## src/rtl/alu_pkg.sv

```systemverilog
// Shared opcode / ALUCtrl definitions for the ALU issue path.
// Decode helper returns {illegal, ctrl}.
package alu_pkg;

  localparam logic [3:0] OP_ADD = 4'd0;
  localparam logic [3:0] OP_SUB = 4'd1;
  localparam logic [3:0] OP_AND = 4'd2;
  localparam logic [3:0] OP_OR  = 4'd3;
  localparam logic [3:0] OP_XOR = 4'd4;
  localparam logic [3:0] OP_MUL = 4'd5;
  localparam logic [3:0] OP_MOV = 4'd6;

  localparam logic [2:0] CTRL_PASS = 3'b000;
  localparam logic [2:0] CTRL_SUM  = 3'b001;
  localparam logic [2:0] CTRL_SUB  = 3'b010;
  localparam logic [2:0] CTRL_AND  = 3'b011;
  localparam logic [2:0] CTRL_OR   = 3'b100;
  localparam logic [2:0] CTRL_XOR  = 3'b101;
  localparam logic [2:0] CTRL_MUL  = 3'b110;

  // Opcode to {illegal, ALUCtrl}; unknown opcodes pass data1.
  function automatic logic [3:0] decode_op(
    input logic [3:0] op
  );
    logic [3:0] r;
    r = {1'b1, CTRL_PASS};
    unique case (1'b1)
      (op == OP_ADD): r = {1'b0, CTRL_SUM};
      (op == OP_SUB): r = {1'b0, CTRL_SUB};
      (op == OP_AND): r = {1'b0, CTRL_AND};
      (op == OP_OR):  r = {1'b0, CTRL_OR};
      (op == OP_XOR): r = {1'b0, CTRL_XOR};
      (op == OP_MUL): r = {1'b0, CTRL_MUL};
      (op == OP_MOV): r = {1'b0, CTRL_PASS};
      default:        r = {1'b1, CTRL_PASS};
    endcase
    return r;
  endfunction

endpackage

```

## src/rtl/alu_hs_if.sv

```systemverilog
// Generic valid/ready handshake bundle.
// snk: consumer view, src: producer view.
interface alu_hs_if #(
  parameter int W = 8
);
  logic         valid;
  logic         ready;
  logic [W-1:0] data;

  modport snk (
    input  valid,
    input  data,
    output ready
  );

  modport src (
    output valid,
    output data,
    input  ready
  );
endinterface

```

## src/rtl/alu_skid_fifo.sv

```systemverilog
// 2-entry valid/ready FIFO, payload width W.
// Ready depends on occupancy only; flush empties it.
module alu_skid_fifo #(
  parameter int W = 8
) (
  input logic   clk_i,
  input logic   rst_n_i,
  input logic   flush_i,
  alu_hs_if.snk enq,
  alu_hs_if.src deq
);

  logic [W-1:0] mem_q [2];
  logic         rptr_q;
  logic         wptr_q;
  logic [1:0]   cnt_q;
  logic         push;
  logic         pop;

  assign enq.ready = ~cnt_q[1];
  assign deq.valid = (cnt_q != 2'd0);
  assign deq.data  = mem_q[rptr_q];

  assign push = enq.valid & ~cnt_q[1];
  assign pop  = deq.ready & (cnt_q != 2'd0);

  // Pointer/count bookkeeping and storage write.
  always_ff @(posedge clk_i or negedge rst_n_i) begin
    if (!rst_n_i) begin
      cnt_q    <= 2'd0;
      rptr_q   <= 1'b0;
      wptr_q   <= 1'b0;
      mem_q[0] <= '0;
      mem_q[1] <= '0;
    end else if (flush_i) begin
      cnt_q  <= 2'd0;
      rptr_q <= 1'b0;
      wptr_q <= 1'b0;
    end else begin
      if (push) begin
        mem_q[wptr_q] <= enq.data;
        wptr_q        <= ~wptr_q;
      end
      if (pop) begin
        rptr_q <= ~rptr_q;
      end
      cnt_q <= cnt_q + {1'b0, push} - {1'b0, pop};
    end
  end

endmodule

```

## src/rtl/alu_issue_stage.sv

```systemverilog
// Issue stage in front of the ALU: decode, 2-entry buffer, writeback regs.
// Optional result forwarding under ALU_ISSUE_FWD_EN.
module alu_issue_stage
  import alu_pkg::*;
#(
  parameter int DATA_W = 32,
  parameter int TAG_W  = 5
) (
  input  logic              clk_i,
  input  logic              rst_n_i,
  input  logic              flush_i,
  input  logic              in_valid_i,
  output logic              in_ready_o,
  input  logic [3:0]        op_i,
  input  logic [DATA_W-1:0] src1_i,
  input  logic [DATA_W-1:0] src2_i,
  input  logic [TAG_W-1:0]  rd_i,
`ifdef ALU_ISSUE_FWD_EN
  input  logic [TAG_W-1:0]  rs1_i,
  input  logic [TAG_W-1:0]  rs2_i,
`endif
  output logic [DATA_W-1:0] data1_o,
  output logic [DATA_W-1:0] data2_o,
  output logic [2:0]        ALUCtrl_o,
  output logic              alu_valid_o,
  input  logic              alu_ready_i,
  input  logic [DATA_W-1:0] alu_data_i,
  input  logic              alu_zero_i,
  output logic              wb_valid_o,
  output logic [DATA_W-1:0] wb_data_o,
  output logic              wb_zero_o,
  output logic [TAG_W-1:0]  wb_rd_o,
  output logic              illegal_o
);

  localparam int BASE_W = 2 * DATA_W + 3 + TAG_W;
`ifdef ALU_ISSUE_FWD_EN
  localparam int PW = BASE_W + 2 * TAG_W;
`else
  localparam int PW = BASE_W;
`endif

  alu_hs_if #(.W(PW)) enq_if ();
  alu_hs_if #(.W(PW)) deq_if ();

  logic [3:0]        dec;
  logic              fire;
  logic [DATA_W-1:0] h_src1;
  logic [DATA_W-1:0] h_src2;
  logic [2:0]        h_ctrl;
  logic [TAG_W-1:0]  h_rd;
  logic [DATA_W-1:0] opnd1;
  logic [DATA_W-1:0] opnd2;

  logic [DATA_W-1:0] last_d1_q;
  logic [DATA_W-1:0] last_d2_q;
  logic [2:0]        last_ctrl_q;

  logic              wb_valid_q;
  logic [DATA_W-1:0] wb_data_q;
  logic              wb_zero_q;
  logic [TAG_W-1:0]  wb_rd_q;
  logic              illegal_q;

  assign dec = decode_op(op_i);

  assign enq_if.valid = in_valid_i;
`ifdef ALU_ISSUE_FWD_EN
  assign enq_if.data = {rs2_i, rs1_i, rd_i, dec[2:0],
                        src2_i, src1_i};
`else
  assign enq_if.data = {rd_i, dec[2:0], src2_i, src1_i};
`endif
  assign in_ready_o = enq_if.ready;

  assign deq_if.ready = alu_ready_i;
  assign alu_valid_o  = deq_if.valid;
  assign fire         = deq_if.valid & alu_ready_i;

  alu_skid_fifo #(.W(PW)) u_fifo (
    .clk_i   (clk_i),
    .rst_n_i (rst_n_i),
    .flush_i (flush_i),
    .enq     (enq_if),
    .deq     (deq_if)
  );

  assign h_src1 = deq_if.data[DATA_W-1:0];
  assign h_src2 = deq_if.data[2*DATA_W-1:DATA_W];
  assign h_ctrl = deq_if.data[2*DATA_W+2:2*DATA_W];
  assign h_rd   = deq_if.data[BASE_W-1:2*DATA_W+3];

`ifdef ALU_ISSUE_FWD_EN
  logic [TAG_W-1:0] h_rs1;
  logic [TAG_W-1:0] h_rs2;
  logic             fwd_vld_q;

  assign h_rs1 = deq_if.data[BASE_W+TAG_W-1:BASE_W];
  assign h_rs2 = deq_if.data[PW-1:BASE_W+TAG_W];

  assign opnd1 = (fwd_vld_q && h_rs1 != '0 && h_rs1 == wb_rd_q)
               ? wb_data_q : h_src1;
  assign opnd2 = (fwd_vld_q && h_rs2 != '0 && h_rs2 == wb_rd_q)
               ? wb_data_q : h_src2;

  // Forward window opens on each dequeue, closes on flush.
  always_ff @(posedge clk_i or negedge rst_n_i) begin
    if (!rst_n_i) begin
      fwd_vld_q <= 1'b0;
    end else if (flush_i) begin
      fwd_vld_q <= 1'b0;
    end else if (fire) begin
      fwd_vld_q <= 1'b1;
    end
  end
`else
  assign opnd1 = h_src1;
  assign opnd2 = h_src2;
`endif

  assign data1_o   = deq_if.valid ? opnd1  : last_d1_q;
  assign data2_o   = deq_if.valid ? opnd2  : last_d2_q;
  assign ALUCtrl_o = deq_if.valid ? h_ctrl : last_ctrl_q;

  // Remember the last presented operands so an empty FIFO holds them.
  always_ff @(posedge clk_i or negedge rst_n_i) begin
    if (!rst_n_i) begin
      last_d1_q   <= '0;
      last_d2_q   <= '0;
      last_ctrl_q <= CTRL_PASS;
    end else if (deq_if.valid) begin
      last_d1_q   <= opnd1;
      last_d2_q   <= opnd2;
      last_ctrl_q <= h_ctrl;
    end
  end

  // Capture ALU result on dequeue; a flushed dequeue is dropped.
  always_ff @(posedge clk_i or negedge rst_n_i) begin
    if (!rst_n_i) begin
      wb_valid_q <= 1'b0;
      wb_data_q  <= '0;
      wb_zero_q  <= 1'b0;
      wb_rd_q    <= '0;
    end else if (flush_i) begin
      wb_valid_q <= 1'b0;
    end else begin
      wb_valid_q <= fire;
      if (fire) begin
        wb_data_q <= alu_data_i;
        wb_zero_q <= alu_zero_i;
        wb_rd_q   <= h_rd;
      end
    end
  end

  // One-cycle illegal-opcode pulse after acceptance.
  always_ff @(posedge clk_i or negedge rst_n_i) begin
    if (!rst_n_i) begin
      illegal_q <= 1'b0;
    end else begin
      illegal_q <= ~flush_i & in_valid_i & enq_if.ready & dec[3];
    end
  end

  assign wb_valid_o = wb_valid_q;
  assign wb_data_o  = wb_data_q;
  assign wb_zero_o  = wb_zero_q;
  assign wb_rd_o    = wb_rd_q;
  assign illegal_o  = illegal_q;

endmodule

```

## config.mk

```make
export PLATFORM = sky130hd
export DESIGN_NAME = alu_issue_stage
export DESIGN_NICKNAME = d
export VERILOG_FILES = /design/src/rtl/alu_pkg.sv /design/src/rtl/alu_hs_if.sv /design/src/rtl/alu_skid_fifo.sv /design/src/rtl/alu_issue_stage.sv
export SDC_FILE = /design/constraint.sdc
export NUM_CORES = 1
export LEC_CHECK = 0
export CORE_MARGIN = 4
export CORE_UTILIZATION = 46
export DETAILED_ROUTE_END_ITERATION = 8
export GPL_TIMING_DRIVEN = 0
export PLACE_DENSITY = 0.76
export SLEW_MARGIN = 0
export SYNTH_ARGS = -nofsm -noshare
export SYNTH_HDL_FRONTEND = slang
export SYNTH_HIERARCHICAL = 1
export SYNTH_SLANG_ARGS = --single-unit
export TNS_END_PERCENT = 30
```

## constraint.sdc

```tcl
create_clock -name clk_i -period 1.9 [get_ports clk_i]
set_clock_uncertainty 0.1 [all_clocks]
set_input_delay 0.475 -clock clk_i [delete_from_list [all_inputs] [get_ports clk_i]]
set_output_delay 0.475 -clock clk_i [all_outputs]
set_load 0.05 [all_outputs]
```

==> flow_metrics.py <==
metrics = {
    "cts": {
        "cts.clk_slew.worst_paths_ns": 0.06,
        "numCtsBuffers": 28,
        "clock_sinks": 255,
        "tritoncts": "done",
        "cts_htree_levels": 1,
        "cts_root_buffer": "sky130_fd_sc_hd__clkbuf_16",
        "cts_buffer_depth": 3,
        "clk_latency_ns": 0.53,
    },
    "worst_setup_path": {
        "rr_endpoint": "u_fifo/mem_q[47]",
        "worstPathArrival_ns": 2.09,
        "critical_path.max_stage_delay_ns": 0.39,
        "critPathSlowestCell": "sky130_fd_sc_hd__dfrtp_1",
        "reg2reg_slack_ns": -0.05,
        "timing.critical_path.required_ns": 1.32,
        "worst_reg2reg_startpoint": "u_fifo/cnt_q[1]",
        "worst_path_dominant_cell_family": "buffers and inverters",
        "critical_path_buf_inv_count": 4,
        "end_kind": "output port",
        "reg2regPathDepth": 6,
        "critical_path_peak_fanout": 10,
        "start_kind": "flop",
        "path_class": "reg -> out",
        "critical_path.cell_chain": "or2_4 > buf_6 > buf_12 > buf_12 > mux2_4 > buf_6",
    },
    "logic_synthesis": {
        "yosys_warnings": 6,
        "synth_adder_area_share": 0.00119,
        "muxShareOfSynthArea": 0.346,
        "synth-compound-area-share": 0.00439,
        "synthSimpleGateAreaFrac": 0.0140,
        "seq_area_frac_synth": 0.604,
        "post_synthesis_cells": 645,
        "mappedNetlistArea_um2": 10600,
        "postSynthRegisterBits": 255,
        "synth_top_family_by_area": "multiplexers",
        "syn-num-nets": 757,
        "synth_cell_types": 31,
        "synth_xor_xnor_area_share": 0.00166,
        "syn-mean-instance-area_um2": 16.4,
    },
    "placement": {
        "finalWeightedCongestion": 0.743,
        "portBuffers": 219,
        "place.detailed.hpwl_mm": 15.2,
        "placed_cells_incl_taps": 1151,
        "dp_slack_ns": -1.03,
    },
    "timing": {
        "layout_min_cycle_time_ns": 2.67,
        "final_hold_viol_count": 0,
        "rsz_0062_raised_after_global_routing": "true",
        "final.hold.worst_slack_ns": 0.360,
        "relative_max_transition_margin": 0.571,
        "fmax_mhz": 375,
        "fin_ws_ns": -0.768,
        "tns_ns": -51.07,
        "finalMaxSlewViolations": 0,
        "finalCritPeriodShare": 1.40,
        "timing_worst_slew_pin_value_ns": 0.644,
        "timing.final.setup_violations": 188,
    },
    "power": {
        "swShare": 0.392,
        "post-layout-total-power_mw": 28.9,
        "switching_power_summed_over_all_nets_mw": 11.3,
        "cellLeakagePower_nw": 6.53,
        "power_density_nw_per_um2": 1950,
        "power_frac_clock": 0.172,
        "seq_power_share": 0.308,
        "vdd_ir_drop_max_uv": 1490,
        "internal-power_mw": 17.6,
        "p_comb_frac": 0.520,
    },
    "cells_and_area": {
        "finalNetCount": 1028,
        "antenna-diode-count": 0,
        "layout-drive-gt1-share": 0.566,
        "syn_to_final_growth_pct": 40.7,
        "layout.cells.non_filler": 1220,
    },
    "detailed_routing": {
        "viasPerCell": 5.10,
        "vias": 6221,
        "drt.antenna.violating_nets": 0,
        "post_drt_wl_per_cell_um": 18.8,
        "drc": 0,
        "drt_pre_antenna_iters": 4,
        "drt_iter0_markers": 239,
        "drt_wl_total_mm": 23.0,
    },
    "floorplanning": {
        "dieArea_um2": 25400,
        "dieHeight_um": 159,
        "pin_count": 220,
        "chipWidth_um": 159,
        "initial_core_util": 0.466,
        "row_count": 55,
        "core_area_um2": 22600,
    },
    "run_status": {
        "outcome": "finished, violations left",
        "violations_in_the_final_reports": "negative setup slack",
    },
    "global_route": {
        "globalRouteMet2Util": 0.287,
        "number_of_antenna_violations_at_the_first_check_in_global_routing": 0,
        "grt_max_degree": 121,
        "met1_usage": 0.228,
        "global_route.peak_usage_layer": "met2",
        "gr-usage-all-layers": 0.175,
        "grt_pass1_wl_mm": 36.7,
        "globalRoute.totalOverflow": 0,
        "global_route_met3_utilization": 0.0582,
        "grt_pass1_vias": 6849,
    },
    "worst_hold_path": {
        "timing.hold.worst.class": "in -> async",
    },
    "flow_run": {
        "max_cap_violations": 0,
    },
}
-- metrics by stage --
stage | cell area [um2] | utilization
after floorplan | 10700 | -
after global placement | 13300 | 0.585
after detailed placement | 13300 | 0.588
after CTS | 14600 | 0.645
after global routing | 14900 | 0.656
final | 14900 | 0.656
-- power groups by stage --
stage	clock (mW)	combinational, mW	sequential [mW]
finish	4.96	15.0	8.91
floorplan	0	8.58	10.2
CTS	5.13	14.9	8.91
detailed placement	0	14.0	8.97
global route	5.36	15.7	9.21
global placement	0	13.9	8.90
-- synthesized netlist by cell type --
master	n	share of area
sky130_fd_sc_hd__clkbuf_1	1	0.00036
sky130_fd_sc_hd__buf_6	19	0.020
sky130_fd_sc_hd__nor2_1	3	0.0011
sky130_fd_sc_hd__nor3_4	1	0.0015
sky130_fd_sc_hd__o21ai_0	2	0.00095
sky130_fd_sc_hd__o21a_1	1	0.00071
sky130_fd_sc_hd__xor2_1	1	0.00083
sky130_fd_sc_hd__mux2_4	9	0.013
sky130_fd_sc_hd__or3b_2	1	0.00083
sky130_fd_sc_hd__a21oi_1	3	0.0014
sky130_fd_sc_hd__dfrtp_1	255	0.60
sky130_fd_sc_hd__buf_2	14	0.0066
sky130_fd_sc_hd__xnor2_1	1	0.00083
sky130_fd_sc_hd__or2_2	1	0.00059
sky130_fd_sc_hd__ha_1	1	0.0012
sky130_fd_sc_hd__nand3b_1	1	0.00071
sky130_fd_sc_hd__mux2_2	306	0.33
sky130_fd_sc_hd__buf_4	1	0.00071
sky130_fd_sc_hd__nand3b_2	1	0.0011
sky130_fd_sc_hd__nor3_1	3	0.0014
sky130_fd_sc_hd__nor2b_1	3	0.0018
sky130_fd_sc_hd__nand2_1	1	0.00036
sky130_fd_sc_hd__mux2_1	6	0.0064
sky130_fd_sc_hd__nand3_1	1	0.00047
sky130_fd_sc_hd__nor3b_1	1	0.00071
sky130_fd_sc_hd__nand2b_4	1	0.0013
sky130_fd_sc_hd__nand2b_1	2	0.0012
sky130_fd_sc_hd__a211oi_1	1	0.00071
sky130_fd_sc_hd__inv_1	2	0.00071
sky130_fd_sc_hd__nor4bb_1	1	0.00095
sky130_fd_sc_hd__a31oi_1	1	0.00059
-- sequential cells by signal, summed over array words and instances, names as in the netlist --
register       flops
illegal_o          1
last_ctrl_q        3
last_d1_q         32
last_d2_q         32
u_fifo/cnt_q       2
u_fifo/mem_q     144
u_fifo/rptr_q      1
u_fifo/wptr_q      1
wb_data_o         32
wb_rd_o            5
wb_valid_o         1
wb_zero_o          1
-- cell type report --
class,instances,area (um2)
fillers,1629,7780
well taps,285,357
clock inverters,9,50.0
inverters,2,7.51
flip-flops and latches,255,6380
multi-input cells,353,4090
clock buffers,40,797
plain buffers,35,529
repair buffers,241,2650
-- worst max-delay path by stage --
stage / start / end / slack, ns / cells past startpoint
floorplan: u_fifo/cnt_q[0] / data1_o[0] / -0.22 / 5
global placement: rst_n_i / last_d1_q[25] / -10.79 / 1
detailed placement: u_fifo/rptr_q / data2_o[8] / -1.03 / 5
CTS: u_fifo/cnt_q[1] / data2_o[18] / -0.78 / 6
global route: u_fifo/cnt_q[1] / data1_o[2] / -0.81 / 6
finish: u_fifo/cnt_q[1] / data2_o[15] / -0.77 / 6
-- placed cells by master, fill, tap and decap left out, drive strengths merged, types with 2 or more instances in the layout --
cell           instances
inv                    2
clkdlybuf4s50        109
clkinvlp               2
clkinv                 7
dfrtp                255
nand3b                 2
buf                  120
nor2b                  3
nor2                   3
clkbuf                46
nor3                   4
nand2b                 3
clkdlybuf4s15         39
mux2                 321
o21ai                  2
a21oi                  3
-- worst reg2reg max path, delay by kind of cell (launching register included) --
kind | cells | cell delay [ns]
mux | 1 | 0.35
flops | 1 | 0.39
buf+inv | 3 | 0.64
simple gates | 2 | 0.35
-- per-layer routing --
metal	up-vias	wire [um]
met5	-	0
met4	0	391
met3	31	1660
met2	158	10900
met1	3179	10100
li1	2853	-
-- cells by family (layout without fill, tap and decap cells) --
kind of cell             after synthesis  after routing
AO/OA/AOI/OAI                          8              8
XOR/XNOR                               2              2
adder cells (fa/ha/maj)                1              1
buffers and inverters                 37            327
flip-flops                           255            255
multiplexers                         321            321
AND/OR/NAND/NOR                       21             21
-- what timing repair did --
action | 4_1_cts | 5_1_grt
endpoints found under the setup margin | 179 | 241
pin swaps | 1 | 1
buffers inserted | 9 | 6
cloned | 1 | 4
endpoints found under the hold margin | 52 | 0
resized for setup | 646 | 32
hold buffers | 1 | 0
(Power assumes the default switching activity.)
